### src/rtl/if_pkg.sv
// Shared fetch/decode definitions: FSM state encoding, default widths,
// opcode field position and the fetch buffer entry layout.
// No logic; imported by the fetch stage and by decode.
package if_pkg;

  localparam int IF_PC_W    = 16;
  localparam int IF_INSTR_W = 32;

  // Opcode field of an instruction word; decode slices the same bits.
  localparam int OPCODE_MSB = 31;
  localparam int OPCODE_LSB = 26;

  typedef enum logic [1:0] {
    S_REQ  = 2'd0,
    S_WAIT = 2'd1,
    S_DROP = 2'd2
  } if_state_e;

  typedef struct packed {
    logic [IF_INSTR_W-1:0] instr;
    logic [IF_PC_W-1:0]    pc;
  } if_entry_t;

endpackage

### src/rtl/if_fetch_buf.sv
// Purpose : DEPTH-entry synchronous FIFO with flush and a registered head entry.
// Latency : a push into an empty FIFO is visible on head_* the next cycle.
// Backpr. : the producer must not push when full; flush wins over push, a pop
//           in the flush cycle still completes.
// Ports   : flush/push/push_dat/pop in; count, head_vld, head_dat out.
module if_fetch_buf #(
  parameter int DEPTH  = 2,
  parameter int DATA_W = 48
) (
  input  logic                     clk,
  input  logic                     rst_n,
  input  logic                     flush,
  input  logic                     push,
  input  logic [DATA_W-1:0]        push_dat,
  input  logic                     pop,
  output logic [$clog2(DEPTH):0]   count,
  output logic                     head_vld,
  output logic [DATA_W-1:0]        head_dat
);

  localparam int PTR_W = $clog2(DEPTH);
  localparam int CNT_W = PTR_W + 1;

  logic [DATA_W-1:0] mem_q [DEPTH];
  logic [DATA_W-1:0] mem_d [DEPTH];
  logic [PTR_W-1:0]  wr_ptr_q, wr_ptr_d;
  logic [PTR_W-1:0]  rd_ptr_q, rd_ptr_d;
  logic [CNT_W-1:0]  cnt_q, cnt_d;
  logic [DATA_W-1:0] head_q, head_d;
  logic              wr_en, rd_en;

  assign wr_en = push && !flush;
  assign rd_en = pop && (cnt_q != '0);

  always_comb begin
    mem_d    = mem_q;
    wr_ptr_d = wr_ptr_q;
    rd_ptr_d = rd_ptr_q;
    head_d   = head_q;

    if (wr_en) begin
      mem_d[wr_ptr_q] = push_dat;
      wr_ptr_d        = wr_ptr_q + PTR_W'(1);
    end
    if (rd_en) begin
      rd_ptr_d = rd_ptr_q + PTR_W'(1);
    end
    cnt_d = cnt_q + CNT_W'(wr_en) - CNT_W'(rd_en);

    if (flush) begin
      wr_ptr_d = '0;
      rd_ptr_d = '0;
      cnt_d    = '0;
    end

    // The head register only moves when the head entry changes; mem_d already
    // holds this cycle's write, so a push into an empty FIFO lands directly.
    // When the FIFO goes empty the head keeps its last value.
    if ((cnt_d != '0) && (rd_en || (cnt_q == '0))) begin
      head_d = mem_d[rd_ptr_d];
    end
  end

  always_ff @(posedge clk or negedge rst_n) begin
    if (!rst_n) begin
      for (int i = 0; i < DEPTH; i++) begin
        mem_q[i] <= '0;
      end
      wr_ptr_q <= '0;
      rd_ptr_q <= '0;
      cnt_q    <= '0;
      head_q   <= '0;
    end else begin
      mem_q    <= mem_d;
      wr_ptr_q <= wr_ptr_d;
      rd_ptr_q <= rd_ptr_d;
      cnt_q    <= cnt_d;
      head_q   <= head_d;
    end
  end

  assign count    = cnt_q;
  assign head_vld = (cnt_q != '0);
  assign head_dat = head_q;

endmodule

### src/rtl/if_fetch_stage.sv
// Purpose : instruction fetch; owns the PC, issues single outstanding imem reads,
//           buffers {instr, pc} and hands them to decode; redirect flushes.
// Latency : gnt in cycle N -> rvalid in N+1 -> id_valid in N+2.
// Backpr. : id_ready low fills the BUF_DEPTH buffer, then imem_req drops.
// Ports   : imem_req/addr/gnt/rvalid/rdata to memory, redirect_valid/pc from
//           execute, id_valid/instr/pc/ready to decode.
// Option  : IF_PERF_CNT_EN adds saturating perf_fetch_cnt / perf_stall_cnt.
import if_pkg::*;

module if_fetch_stage #(
  parameter int              PC_W      = IF_PC_W,
  parameter int              INSTR_W   = IF_INSTR_W,
  parameter logic [PC_W-1:0] RESET_PC  = '0,
  parameter int              BUF_DEPTH = 2
) (
  input  logic               clk,
  input  logic               rst_n,
  output logic               imem_req,
  output logic [PC_W-1:0]    imem_addr,
  input  logic               imem_gnt,
  input  logic               imem_rvalid,
  input  logic [INSTR_W-1:0] imem_rdata,
  input  logic               redirect_valid,
  input  logic [PC_W-1:0]    redirect_pc,
  output logic               id_valid,
  output logic [INSTR_W-1:0] id_instr,
  output logic [PC_W-1:0]    id_pc,
`ifdef IF_PERF_CNT_EN
  output logic [31:0]        perf_fetch_cnt,
  output logic [31:0]        perf_stall_cnt,
`endif
  input  logic               id_ready
);

  localparam int CNT_W = $clog2(BUF_DEPTH) + 1;
  localparam int ENT_W = INSTR_W + PC_W;

  if_state_e         state_q, state_d;
  logic [PC_W-1:0]   pc_q, pc_d;
  logic [PC_W-1:0]   out_pc_q, out_pc_d;
  logic [CNT_W-1:0]  buf_count;
  logic              buf_vld;
  logic [ENT_W-1:0]  buf_head;
  logic              issue, push, pop;

  // No request while a redirect is pending: the next fetch must be the target.
  // rst_n is folded in so the request is low during reset.
  assign imem_req  = rst_n && (state_q == S_REQ) && (buf_count < CNT_W'(BUF_DEPTH))
                     && !redirect_valid;
  assign imem_addr = pc_q;
  assign issue     = imem_req && imem_gnt;
  // A response landing in the redirect cycle belongs to the old path.
  assign push      = (state_q == S_WAIT) && imem_rvalid && !redirect_valid;
  assign pop       = buf_vld && id_ready;

  always_comb begin
    state_d  = state_q;
    pc_d     = pc_q;
    out_pc_d = out_pc_q;

    unique case (state_q)
      S_REQ: begin
        if (issue) begin
          out_pc_d = pc_q;
          pc_d     = pc_q + PC_W'(1);
          state_d  = S_WAIT;
        end
      end
      S_WAIT: begin
        if (imem_rvalid)         state_d = S_REQ;
        else if (redirect_valid) state_d = S_DROP;
      end
      S_DROP: begin
        // The discarded response retires the outstanding request, even when a
        // second redirect arrives in the same cycle; otherwise we would wait
        // forever for a response that has already come back.
        if (imem_rvalid) state_d = S_REQ;
      end
      default: state_d = S_REQ;
    endcase

    if (redirect_valid) begin
      pc_d = redirect_pc;
    end
  end

  always_ff @(posedge clk or negedge rst_n) begin
    if (!rst_n) begin
      state_q  <= S_REQ;
      pc_q     <= RESET_PC;
      out_pc_q <= '0;
    end else begin
      state_q  <= state_d;
      pc_q     <= pc_d;
      out_pc_q <= out_pc_d;
    end
  end

  if_fetch_buf #(
    .DEPTH  (BUF_DEPTH),
    .DATA_W (ENT_W)
  ) u_buf (
    .clk      (clk),
    .rst_n    (rst_n),
    .flush    (redirect_valid),
    .push     (push),
    .push_dat ({imem_rdata, out_pc_q}),
    .pop      (pop),
    .count    (buf_count),
    .head_vld (buf_vld),
    .head_dat (buf_head)
  );

  assign id_valid = buf_vld;
  assign id_instr = buf_head[ENT_W-1:PC_W];
  assign id_pc    = buf_head[PC_W-1:0];

`ifdef IF_PERF_CNT_EN
  logic [31:0] fetch_cnt_q, fetch_cnt_d;
  logic [31:0] stall_cnt_q, stall_cnt_d;

  always_comb begin
    fetch_cnt_d = fetch_cnt_q;
    stall_cnt_d = stall_cnt_q;
    if (pop && (fetch_cnt_q != 32'hFFFF_FFFF)) begin
      fetch_cnt_d = fetch_cnt_q + 32'd1;
    end
    if (buf_vld && !id_ready && (stall_cnt_q != 32'hFFFF_FFFF)) begin
      stall_cnt_d = stall_cnt_q + 32'd1;
    end
  end

  always_ff @(posedge clk or negedge rst_n) begin
    if (!rst_n) begin
      fetch_cnt_q <= '0;
      stall_cnt_q <= '0;
    end else begin
      fetch_cnt_q <= fetch_cnt_d;
      stall_cnt_q <= stall_cnt_d;
    end
  end

  assign perf_fetch_cnt = fetch_cnt_q;
  assign perf_stall_cnt = stall_cnt_q;
`endif

endmodule
### config.mk
export PLATFORM = sky130hd
export DESIGN_NAME = if_fetch_stage
export DESIGN_NICKNAME = d
export VERILOG_FILES = /design/src/rtl/if_pkg.sv /design/src/rtl/if_fetch_buf.sv /design/src/rtl/if_fetch_stage.sv
export SDC_FILE = /design/constraint.sdc
export NUM_CORES = 1
export LEC_CHECK = 0
export ABC_AREA = 1
export BUFFER_PORTS_ARGS = -buffer_cell sky130_fd_sc_hd__buf_2
export CAP_MARGIN = 5
export CELL_PAD_IN_SITES_DETAIL_PLACEMENT = 1
export CELL_PAD_IN_SITES_GLOBAL_PLACEMENT = 1
export CORE_MARGIN = 5
export CORE_UTILIZATION = 35
export CTS_CLUSTER_SIZE = 24
export DETAILED_ROUTE_END_ITERATION = 10
export PLACE_DENSITY_LB_ADDON = 0.08
export SYNTH_ARGS = -nofsm -noshare
export SYNTH_HDL_FRONTEND = slang
export SYNTH_SLANG_ARGS = --single-unit
### constraint.sdc
create_clock -name clk -period 4.48 [get_ports clk]
set_input_delay 0.224 -clock clk [delete_from_list [all_inputs] [get_ports clk]]
set_output_delay 0.224 -clock clk [all_outputs]
set_load 0.02 [all_outputs]
==> results.txt <==
Status - finished, final reports clean
Number of buffers created by CTS - 17
Core area - 0.0259 mm2
Syn avg cell area - 6.89 um2
Max Cap Viol - 0
Clock root buffer - clkbuf_16
Layout cells sized above 1 - 12.4%
Seq/Total Area, Yosys - 49.8%
1st-iter DRT viols - 361
WP buf/inv - 4
Antenna-violating nets left - 0
Synth top area cells - dfrtp_1 50%, nand2_1 38%, nand3_1 1.9%, o21ai_0 1.9%, buf_2 1.6%
# DRC - 0
Die area - 0.0294 mm2
P_leak - 6.16 nW
Worst Path Max Fanout - 35
# fillers - 3,363
Largest net degree at the start of global routing - 71
Startpoint Class - flip-flop
Vias - 8,410
Setup TNS - 0 ns
Unrepaired setup endpoints after global routing - no
Fin crit period - 3.01 ns
Max Root-Sink Buffers - 2
Global route total overflow - 0
Synth Flop Type - dfrtp_1
Flop pwr share - 41.5%
Commonest non-fill, non-tap cells in the layout - 926 x nand2_1, 181 x dfrtp_1, 118 x buf_2
PwrDens - 537 mW/mm2
Post-Route WL - 27,400 um
Post-synth EDFFs - 0
Crit-path most repeated cell - nand2_1
Vias per Instance - 4.78
Pre-CTS setup slack - 1.41 ns
Maximum vdd drop - 0.223 mV
Total GRT Usage - 19.4%
Slew at the pin closest to its max-slew limit - 1.05 ns
Sw frac - 38.7%
Post-Syn Area - 0.00914 mm2
Ys async rst share - 100%
Final-report max-slew violation count - 0
Cells after Synth - 1,327
Worst-path clk slew - 0.08 ns
Commonest non-fill, non-tap cell in the layout - nand2_1
Final Setup Violations - 0
Fin crit share - 67.1%
Worst Path Required - 4.83 ns
Net Switching - 2.20 mW
H-tree levels - 4
Logic gate share of total power - 30.2%
Final Hold Viols - 0
Storage cell area - 0.00456 mm2
I/O Buffers - 119
DPL Wire Length - 17,500 um
Iteration count of the initial detailed-routing pass - 5
Initial antenna violation count - 1
Largest delay share family, worst path - buffers and inverters
Initial Util - 35.3%
P_int - 3.49 mW
Area leader, netlist - dfrtp_1
Fmax - 333 MHz
Synthesis-to-layout area growth - 15.9%
Multi-input gate area - 0.00412 mm2
CP Class - flip-flop to flip-flop
Clk sinks - 182
Vias in the first global route - 8,756
Worst Path Arrival - 3.36 ns
Rows - 59
Worst Hold Class - primary input to flip-flop
First-pass GRT wire length - 46,200 um
WL/cell - 15.5 um
I/O pin count - 120
Skew final - 0.0171 ns
Netlist cell types - 23
Final worst slack - 1.47 ns
Critical-path cell list - inv_2 > nand3_1 > nor2_4 > buf_4 > ha_1 > inv_1 > nand2_1 > nand3_1 > a21oi_4 > buf_4 > nand2_1 > nand2_1
CTS tree - yes
Yosys reg bits - 182
Final nets - 1,469
Diodes inserted - 0
Synth top area share - 49.8%
Max-slew headroom - 30.0%
Slowest stage delay, CP - 0.79 ns
Syn Nets - 1,384
Fin util - 40.9%
CP max-delay cell - a21oi_4
Clock power frac - 28.3%
RD Place Congestion - 0.727
Power after layout - 5.68 mW
DIE WIDTH - 172 um
Synth warnings - 0
Clock Latency Late Sink - 0.43 ns
Crit path capture type - flip-flop
Die H - 172 um
Post-CTS Setup Bufs - 0
-- worst min-delay path, stage by stage --
cell     delay, ns
buf_2         0.07
nand2_1       0.04
nand3_1       0.07
-- cell usage after synthesis, types with 3 or more instances --
library cell	count
nand2_1	927
dfrtp_1	182
inv_1	36
nand3_1	35
o21ai_0	34
buf_2	30
clkbuf_1	24
nor2_1	14
o211ai_1	6
buf_1	5
buf_4	5
inv_2	5
buf_6	4
nand4_1	4
ha_1	3
xor2_1	3
-- layer usage --
metal | vias to the layer above | global-route usage [%] | share of wire [%]
met5 | - | 0 | 0.040
li1 | 4191 | - | -
met3 | 13 | 3.06 | 3.0
met1 | 4101 | 27.2 | 50
met2 | 103 | 32.2 | 47
met4 | 2 | 3.48 | 0.63
-- sequential cells by signal (all words and copies together) (netlist names) --
signal,cells
u_buf.head_dat,48
u_buf.wr_ptr_q,1
imem_addr,16
u_buf.count,2
out_pc_q,16
u_buf.mem_q,96
state_q,2
u_buf.rd_ptr_q,1
-- power groups by stage --
stage / combinational, mW / sequential (mW) / clock, mW
finish: 1.71 / 2.36 / 1.61
global route: 1.98 / 2.42 / 1.72
CTS: 1.76 / 2.36 / 1.65
detailed placement: 1.75 / 2.39 / 0
global placement: 1.71 / 2.38 / 0
floorplan: 1.02 / 2.47 / 0
-- final cells by class --
class | instances | area share, %
Clock buffer | 18 | 4.05
Multi-Input combinational cell | 1036 | 38.9
Clock inverter | 14 | 1.78
Tap cell | 335 | 3.96
Inverter | 41 | 1.46
Timing Repair Buffer | 134 | 6.84
Sequential cell | 182 | 43.0
-- what timing repair did --
item                                   CTS  global route
gates resized for setup                  0             0
endpoints found under the hold margin   57             0
hold buffers                             3             0
-- worst paths after layout --
check,from,endpoint,slack (ns),cells after the start
max,state_q[1],u_buf.head_dat[2],1.47,12
min,redirect_pc[14],imem_addr[14],0.01,3
max reg2reg,state_q[1],u_buf.head_dat[2],1.47,12
min reg2reg,u_buf.head_dat[7],u_buf.head_dat[7],0.49,2
max in group asynchronous,rst_n,u_buf.mem_q[42],2.81,3
min in group asynchronous,rst_n,u_buf.mem_q[68],0.34,2
-- stage by stage --
| step | instances | hold WS (ns) | cell area (um2) |
|---|---|---|---|
| after global placement | 1725 | 0.250 | 9940 |
| after global routing | 1760 | 0.0153 | 10600 |
| after CTS | 1760 | 0.0000170 | 10600 |
| final | 1760 | 0.0139 | 10600 |
| after detailed placement | 1725 | 0.241 | 9940 |
| after floorplan | 1327 | -0.0716 | 9140 |
-- cells by family after synthesis --
group | Yosys count | synth area share [%]
flops | 182 | 49.8
fa+ha+maj | 3 | 0.411
xor+xnor | 3 | 0.288
compound gates | 43 | 2.62
simple gates | 987 | 41.4
buf+inv | 109 | 5.42
Note: power is estimated with default switching activity, not from simulation.
